File: config.mk
export PLATFORM = sky130hd
export DESIGN_NAME = instr_encode_loader
export DESIGN_NICKNAME = d
export VERILOG_FILES = /design/src/rtl/mips_isa_pkg.sv /design/src/rtl/instr_word_encode.sv /design/src/rtl/instr_encode_loader.sv
export SDC_FILE = /design/constraint.sdc
export NUM_CORES = 1
export LEC_CHECK = 0
export BUFFER_PORTS_ARGS = -buffer_cell sky130_fd_sc_hd__buf_2
export CAP_MARGIN = 25
export CORE_UTILIZATION = 40
export CTS_CLUSTER_DIAMETER = 30
export CTS_CLUSTER_SIZE = 10
export DETAILED_ROUTE_END_ITERATION = 8
export PLACE_DENSITY = 0.73
export SYNTH_ARGS = -nofsm -noshare
export SYNTH_HDL_FRONTEND = slang
export SYNTH_SLANG_ARGS = --single-unit
File: constraint.sdc
create_clock -name clk -period 2.31 [get_ports clk]
set_clock_uncertainty 0.15 [all_clocks]
set_input_delay 0.3465 -clock clk [delete_from_list [all_inputs] [get_ports clk]]
set_output_delay 0.3465 -clock clk [all_outputs]
set_load 0.05 [all_outputs]
File: src/rtl/mips_isa_pkg.sv
// Shared MIPS ISA constants: opcodes, function codes and the loader's op_kind encoding.
// The control decoder and the program loader both import this so they cannot drift apart.
package mips_isa_pkg;

    localparam logic [5:0] OP_RTYPE = 6'b000000;
    localparam logic [5:0] OP_ADDI  = 6'b001000;
    localparam logic [5:0] OP_LW    = 6'b100011;
    localparam logic [5:0] OP_SW    = 6'b101011;
    localparam logic [5:0] OP_BEQ   = 6'b000100;

    localparam logic [5:0] FUNCT_ADD = 6'h20;
    localparam logic [5:0] FUNCT_SUB = 6'h22;
    localparam logic [5:0] FUNCT_AND = 6'h24;
    localparam logic [5:0] FUNCT_OR  = 6'h25;
    localparam logic [5:0] FUNCT_SLT = 6'h2a;

    localparam logic [2:0] KIND_RTYPE = 3'd0;
    localparam logic [2:0] KIND_ADDI  = 3'd1;
    localparam logic [2:0] KIND_LW    = 3'd2;
    localparam logic [2:0] KIND_SW    = 3'd3;
    localparam logic [2:0] KIND_BEQ   = 3'd4;

endpackage

File: src/rtl/instr_word_encode.sv
// Combinational packer: symbolic instruction (kind plus fields) to a 32-bit MIPS word.
// Kinds outside RTYPE..BEQ produce a zero word with legal deasserted.
module instr_word_encode
    import mips_isa_pkg::*;
(
    input  logic [2:0]  op_kind,
    input  logic [4:0]  rs,
    input  logic [4:0]  rt,
    input  logic [4:0]  rd,
    input  logic [5:0]  funct,
    input  logic [15:0] imm,
    output logic [31:0] instr_word,
    output logic        legal
);

    always_comb begin
        // NOTE: every output gets a default before the case so no path leaves a latch behind.
        instr_word = '0;
        legal      = 1'b1;
        unique case (op_kind)
            KIND_RTYPE: instr_word = {OP_RTYPE, rs, rt, rd, 5'b00000, funct};
            KIND_ADDI:  instr_word = {OP_ADDI,  rs, rt, imm};
            KIND_LW:    instr_word = {OP_LW,    rs, rt, imm};
            KIND_SW:    instr_word = {OP_SW,    rs, rt, imm};
            KIND_BEQ:   instr_word = {OP_BEQ,   rs, rt, imm};
            default:    legal      = 1'b0;
        endcase
    end

endmodule

File: src/rtl/instr_encode_loader.sv
// Program loader: accepts symbolic instructions over valid/ready, encodes them and
// writes them to consecutive instruction-memory words through a one-cycle write stage.
module instr_encode_loader
    import mips_isa_pkg::*;
#(
    parameter int DEPTH     = 64,
    parameter int ADDR_W    = 8,
    parameter int BASE_ADDR = 0
) (
    input  logic                         clk,
    input  logic                         rst_n,
    input  logic                         start,
    input  logic                         finish,
    input  logic                         in_valid,
    output logic                         in_ready,
    input  logic [2:0]                   op_kind,
    input  logic [4:0]                   rs,
    input  logic [4:0]                   rt,
    input  logic [4:0]                   rd,
    input  logic [5:0]                   funct,
    input  logic [15:0]                  imm,
    output logic                         mem_we,
    output logic [ADDR_W-1:0]            mem_addr,
    output logic [31:0]                  mem_wdata,
    output logic [$clog2(DEPTH+1)-1:0]   word_count,
    output logic                         busy,
    output logic                         full,
    output logic                         done,
    output logic                         err_illegal
);

    localparam int CW = $clog2(DEPTH+1);

    typedef enum logic [1:0] {
        ST_IDLE,
        ST_LOAD,
        ST_FULL,
        ST_DONE
    } load_state_e;

    load_state_e state, state_next;

    logic [31:0]       enc_word;
    logic              enc_legal;
    logic              accept;
    logic              write_now;
    logic [ADDR_W-1:0] write_addr;

    instr_word_encode u_encode (
        .op_kind    (op_kind),
        .rs         (rs),
        .rt         (rt),
        .rd         (rd),
        .funct      (funct),
        .imm        (imm),
        .instr_word (enc_word),
        .legal      (enc_legal)
    );

    // start and finish both close the handshake so neither races an accept.
    assign in_ready   = (state == ST_LOAD) && !start && !finish && (word_count < CW'(DEPTH));
    assign accept     = in_valid && in_ready;
    assign write_now  = accept && enc_legal;
    assign write_addr = ADDR_W'(BASE_ADDR) + (ADDR_W'(word_count) << 2);

    assign busy = (state == ST_LOAD);
    assign full = (state == ST_FULL);
    assign done = (state == ST_DONE);

    always_comb begin
        state_next = state;
        unique case (state)
            ST_IDLE: if (start) state_next = ST_LOAD;
            ST_LOAD: begin
                if (start)
                    state_next = ST_LOAD;
                else if (finish)
                    state_next = ST_DONE;
                else if (write_now && word_count == CW'(DEPTH - 1))
                    state_next = ST_FULL;
            end
            ST_FULL: begin
                if (start)
                    state_next = ST_LOAD;
                else if (finish)
                    state_next = ST_DONE;
            end
            ST_DONE: if (start) state_next = ST_LOAD;
            default: state_next = ST_IDLE;
        endcase
    end

    // NOTE: sequential state uses non-blocking assignments so every register samples pre-edge values.
    always_ff @(posedge clk or negedge rst_n) begin
        if (!rst_n) begin
            state       <= ST_IDLE;
            mem_we      <= 1'b0;
            mem_addr    <= ADDR_W'(BASE_ADDR);
            mem_wdata   <= '0;
            word_count  <= '0;
            err_illegal <= 1'b0;
        end else begin
            state  <= state_next;
            mem_we <= write_now;
            if (write_now) begin
                mem_addr  <= write_addr;
                mem_wdata <= enc_word;
            end
            if (start) begin
                word_count  <= '0;
                err_illegal <= 1'b0;
            end else if (accept) begin
                if (enc_legal)
                    word_count <= word_count + CW'(1);
                else
                    err_illegal <= 1'b1;
            end
        end
    end

endmodule

=== After elaboration in Yosys (flattened, before gate mapping) ===
Index checks and enable logic that the tools add are counted.

* Register bits: 49
* Input port bits: 45
* Output and inout port bits: 53
* Logic and storage cells: 52

* Add/sub/neg operators: 1
* Magnitude comparators: 1
* Equality and inequality tests: 12
* Muxes and demuxes: 15
* Reduce and logical (&&, ||, !) cells: 17

{| class="wikitable"
|+ Operators with widths
! cell !! count
|-
| $pmux 32 s5 || 1
|-
| $mux 7 || 3
|-
| $mux 2 || 6
|-
| $add 7x1->7 const B || 1
|-
| $eq 7x6->1 const B || 1
|-
| $lt 7x7->1 const B || 1
|-
| $eq 3x2->1 const B || 2
|-
| $logic_and 1x1->1 || 6
|-
| $pmux 2 s3 || 1
|-
| $reduce_or 5->1 || 1
|-
| $eq 2x2->1 const B || 2
|-
| $mux 1 || 4
|-
| $ne 4x3->1 const B || 1
|-
| $reduce_and 2->1 || 2
|-
| $reduce_bool 2->1 || 2
|-
| $eq 3x1->1 const B || 1
|-
| $eq 3x3->1 const B || 1
|-
| $logic_not 3->1 || 1
|-
| $ne 3x3->1 const B || 1
|-
| $reduce_and 3->1 || 1
|-
| $eq 2x1->1 const B || 1
|-
| $logic_not 1->1 || 2
|-
| $logic_not 2->1 || 1
|-
| $ne 2x1->1 const B || 1
|-
| other kinds (2) || 2
|}

=== Logic depth before layout (Yosys ltp) ===
* Depth after elaboration: 11
* Gate-level depth with buffers: 11
* Gate-level depth less buffers: 7

=== Cells and area by module ===
A second synthesis with hierarchy kept.

* Cells, all modules: 211
* Area total of the unflattened synthesis: 2,536.2 µm²

{| class="wikitable"
|+ By module, submodules not included
! module !! times used !! cells an instance !! area each (µm²) !! seq. area each (µm²)
|-
| instr_encode_loader || 1 || 145 || 2,040.7 || 1,226.2
|-
| instr_word_encode || 1 || 66 || 495.5 || 0.0
|}

=== Worst setup path after synthesis ===
Ideal clock, no wire load.

* Kind: register to output
* From: register state[1]
* To: output in_ready
* Arrival time: 2.108 ns
* Required time: 1.814 ns
* Path slack: -0.295 ns
* Stages on the path, launching flop included: 6
* Path buffers: 1
* Cells stage by stage: dfrtp_1 -> inv_1 -> ha_1 -> or3b_1 -> buf_2 -> nor2_1

* Word-level cells in the longest chain between the ends: 4

{| class="wikitable"
|+ Ends and longest elaborated chain
! what !! RTL line !! source
|-
| from (decl) || instr_encode_loader.sv:41 || <nowiki>load_state_e state, state_next;</nowiki>
|-
| from (signal assigned) || instr_encode_loader.sv:103 || <nowiki>state <= state_next;</nowiki>
|-
| $eq 2x1->1 || - ||
|-
| net busy || instr_encode_loader.sv:26 || <nowiki>output logic busy,</nowiki>
|-
| $logic_and 1x1->1 (3 in a row) || instr_encode_loader.sv:61 || <nowiki>assign in_ready = (state == ST_LOAD) && !start && !finish && (word_count < CW'(DEPTH));</nowiki>
|-
| to (decl) || instr_encode_loader.sv:15 || <nowiki>output logic in_ready,</nowiki>
|}

The timed path passes the listed nets, and every way through them passes these cells.

=== Final worst setup path ===
* From: register state[1]
* To: output in_ready

* Word-level cells in the longest chain between the ends: 4

{| class="wikitable"
|+ Ends and longest elaborated chain
! what !! RTL line
|-
| $eq 2x1->1 || instr_encode_loader.sv:61
|-
| $logic_and 1x1->1 (3 in a row) || instr_encode_loader.sv:61
|}

No other way between the ends.

==> flow_metrics.py <==
metrics = {
    "layout": {
        "utilization": 0.565,
        "antenna_cells": 0,
        "nets": 375,
        "area_growth_pct": 31.4,
        "drive_gt1_frac": 0.356,
    },
    "logic_synthesis": {
        "synth_area_leader_cell": "dfrtp_1",
        "synthMuxAreaShare": 0.0143,
        "netlist_instances": 232,
        "ys_seq_area_frac": 0.549,
        "synth_top_family_by_area": "simple AND/OR/NAND/NOR gates",
        "yosysMostFrequentCell": "nand2_1",
        "synth_compound_area_frac": 0.0763,
        "synth-seq-cells": 46,
        "async_flop_share": 1.00,
        "synthAdderAreaFrac": 0.0298,
        "synthTopCellsByArea": "dfrtp_1 (55%), nand2_1 (15%), nor2_1 (3.6%), a31oi_1 (3.3%), ha_1 (3.0%)",
        "yosys_warnings": 0,
        "synthFlopType": "dfrtp_1",
        "synth_edf_count": 0,
        "synth.distinct_cells": 29,
        "synth_xor_area_frac": 0.0125,
        "synthSimpleGateAreaFrac": 0.244,
        "syn_avg_cell_area_um2": 9.04,
        "netlist_area_mm2": 0.00210,
        "synth_top_area_share": 0.549,
        "yosys-top-cells-count": "nand2_1 (86), dfrtp_1 (46), nor2_1 (20), a31oi_1 (11), nand3_1 (8)",
    },
    "global_route": {
        "antenna_found_initial": 0,
        "grt_pass1_wl_um": 7150,
        "grt_max_degree": 42,
        "grt_pass1_vias": 1612,
        "grt.total_usage": 0.174,
        "grt.overflow.total": 0,
    },
    "clocking": {
        "path_clk_slew_ns": 0.09,
        "clk_latency_ns": 0.30,
        "cts_max_level": 2,
        "clockRootBuffer": "clkbuf_8",
        "clkSinkCount": 46,
        "cts_buffer_depth": 2,
        "cts_buffers": 5,
        "cts_tree": "yes",
    },
    "die": {
        "die_w_um": 74.4,
        "rows": 25,
        "initial_core_util": 0.430,
        "die_h_um": 74.4,
        "core-area_mm2": 0.00488,
        "io_pins": 98,
        "die_area_mm2": 0.00554,
    },
    "sta": {
        "finalHoldViolCount": 0,
        "slew-limit-headroom": 0.604,
        "max_freq_mhz": 447,
        "slew_viol_final": 0,
        "tns_ns": 0,
        "min_period_over_period": 0.968,
        "finalSetupViolations": 0,
        "tightest_slew_ns": 0.593,
        "rsz0062_at_grt": "no",
        "period_needed_ns": 2.24,
    },
    "hold_path": {
        "hold-path-cell-count": 3,
        "min_to": "mem_wdata[19]",
        "hp-class": "input pin to register",
        "min-delay-start": "rt[3]",
    },
    "drt": {
        "routed_wirelength_um": 4720,
        "drc": 0,
        "vias": 1860,
        "drt_first_pass_iters": 4,
        "antenna_left": 0,
        "via_per_inst": 4.73,
        "initialDrtViolationCount": 145,
        "wl_per_cell_um": 12.0,
    },
    "setup_path": {
        "endpoint_kind": "output pin",
        "cp_max_fo": 5,
        "cp.required_ns": 1.81,
        "cp_slowest_cell": "dfrtp_1",
        "cp-start-kind": "register",
        "slowest_delay_ns": 0.41,
        "critPathKind": "register to output pin",
        "cp_num_buf_inv": 3,
        "cp_top_family": "simple AND/OR/NAND/NOR gates",
        "r2r_end": "mem_wdata[3]",
        "path_cells": "inv_2 > ha_4 > or3b_4 > buf_4 > nor2_2 > buf_6",
        "arrival_ns": 1.74,
        "reg2reg_depth": 8,
        "r2r_setup_slack_ns": 0.15,
        "r2r-start": "state[1]",
    },
    "power_and_ir_drop": {
        "power.total_mw": 3.74,
        "pwr-share-seq": 0.328,
        "clkPwrFrac": 0.159,
        "leakagePower_nw": 1.51,
        "p_int_mw": 1.85,
        "power_switching_mw": 1.89,
        "power.density_mw_per_mm2": 1360,
        "ir_worst_vdd_v": 0.000749,
        "swShare": 0.506,
        "pwr-share-comb": 0.513,
    },
    "job": {
        "maxCapViolations": 0,
    },
    "placed_design": {
        "port_buffers": 94,
        "dp_hpwl_um": 3420,
        "place_congestion": 0.830,
    },
    "status": {
        "status": "complete, no violations",
    },
}
[power by group through the flow]
stage          clock, mW  combinational [mW]  sequential (mW)
2_1_floorplan          0               0.599             2.16
3_3_place_gp           0                1.88             1.23
3_5_place_dp           0                1.91             1.25
4_1_cts            0.611                1.91             1.23
5_1_grt            0.641                2.04             1.26
6_report           0.595                1.92             1.23
[sequential cells by signal, summed over array words and instances, names as in the netlist]
signal and count:
mem_wdata 29, word_count 7, mem_addr 6, state 2, err_illegal 1, mem_we 1
[timing repair]
action | CTS | global route
hold buffers | 1 | 0
buffers inserted | 0 | 1
endpoints found under the hold margin | 27 | 0
resized for setup | 1 | 2
cloned | 0 | 1
setup endpoints to repair | 1 | 7
[worst register-to-register path: stages, from the launching register on]
cell	delay [ns]
dfrtp_1	0.41
inv_2	0.10
ha_4	0.13
or3b_4	0.39
or3_1	0.36
clkinv_2	0.16
buf_12	0.17
nor2_1	0.06
a31oi_1	0.14
[cells by family after synthesis]
kind of cell / after synthesis
AND/OR/NAND/NOR: 126
flip-flops: 46
AO/OA/AOI/OAI: 25
buffers and inverters: 23
adder cells (fa/ha/maj): 5
XOR/XNOR: 3
multiplexers: 3
other: 1
[through the flow]
| step | setup WS [ns] | cells | cell area, µm² | hold slack (ns) |
|---|---|---|---|---|
| floorplan | 0.0324 | 234 | 2130 | -0.0991 |
| global placement | 0.214 | 382 | 2600 | 0.238 |
| detailed placement | 0.0991 | 382 | 2600 | 0.241 |
| CTS | 0.00777 | 391 | 2720 | 0.0649 |
| global route | 0.00786 | 393 | 2760 | 0.0741 |
| finish | 0.0735 | 393 | 2760 | 0.0727 |
[worst max path at each step]
| stage | slack [ns] | cells past startpoint | end | startpoint |
|---|---|---|---|---|
| 4_1_cts | 0.008 | 6 | in_ready | state[1] |
| 5_1_grt | 0.008 | 6 | in_ready | state[1] |
| 3_3_place_gp | 0.21 | 8 | mem_wdata[11] | state[1] |
| 3_5_place_dp | 0.1 | 8 | mem_wdata[3] | state[1] |
| 2_1_floorplan | 0.03 | 10 | mem_wdata[0] | state[1] |
| 6_report | 0.07 | 6 | in_ready | state[1] |
[cells in the final DEF, fill, tap and decap left out, types with 2 or more instances in the layout]
cell type / netlist / layout
buf_2: 3 / 93
nand2_1: 86 / 85
dfrtp_1: 46 / 46
nor2_1: 20 / 19
a31oi_1: 11 / 11
nand3_1: 8 / 8
a21oi_1: 6 / 6
clkbuf_8: 0 / 5
buf_4: 6 / 5
ha_1: 5 / 4
inv_1: 4 / 3
nor4_1: 3 / 3
xnor2_1: 3 / 3
mux2i_1: 3 / 3
conb_1: 1 / 3
o21a_1: 2 / 2
or3_1: 2 / 2
nor3_1: 2 / 2
or2_2: 2 / 2
a2bb2oi_1: 2 / 2
[layer usage]
| layer | wire length (µm) | GRT usage | up-vias |
|---|---|---|---|
| met5 | 0 | 0 | - |
| met4 | 77 | 0.0755 | 0 |
| met3 | 279 | 0.0407 | 8 |
| met2 | 2220 | 0.306 | 67 |
| met1 | 2150 | 0.202 | 853 |
| li1 | - | - | 932 |
[area by class of cell]
| class | instances | area (µm²) |
|---|---|---|
| clock buffer | 6 | 72.6 |
| timing repair buffer | 102 | 569 |
| multi-input combinational | 165 | 823 |
| tap | 67 | 83.8 |
| clock inverter | 2 | 37.5 |
| fill | 472 | 2120 |
| sequential | 46 | 1150 |
| inverter | 5 | 20.0 |
Note: power is estimated with default switching activity, not from simulation.
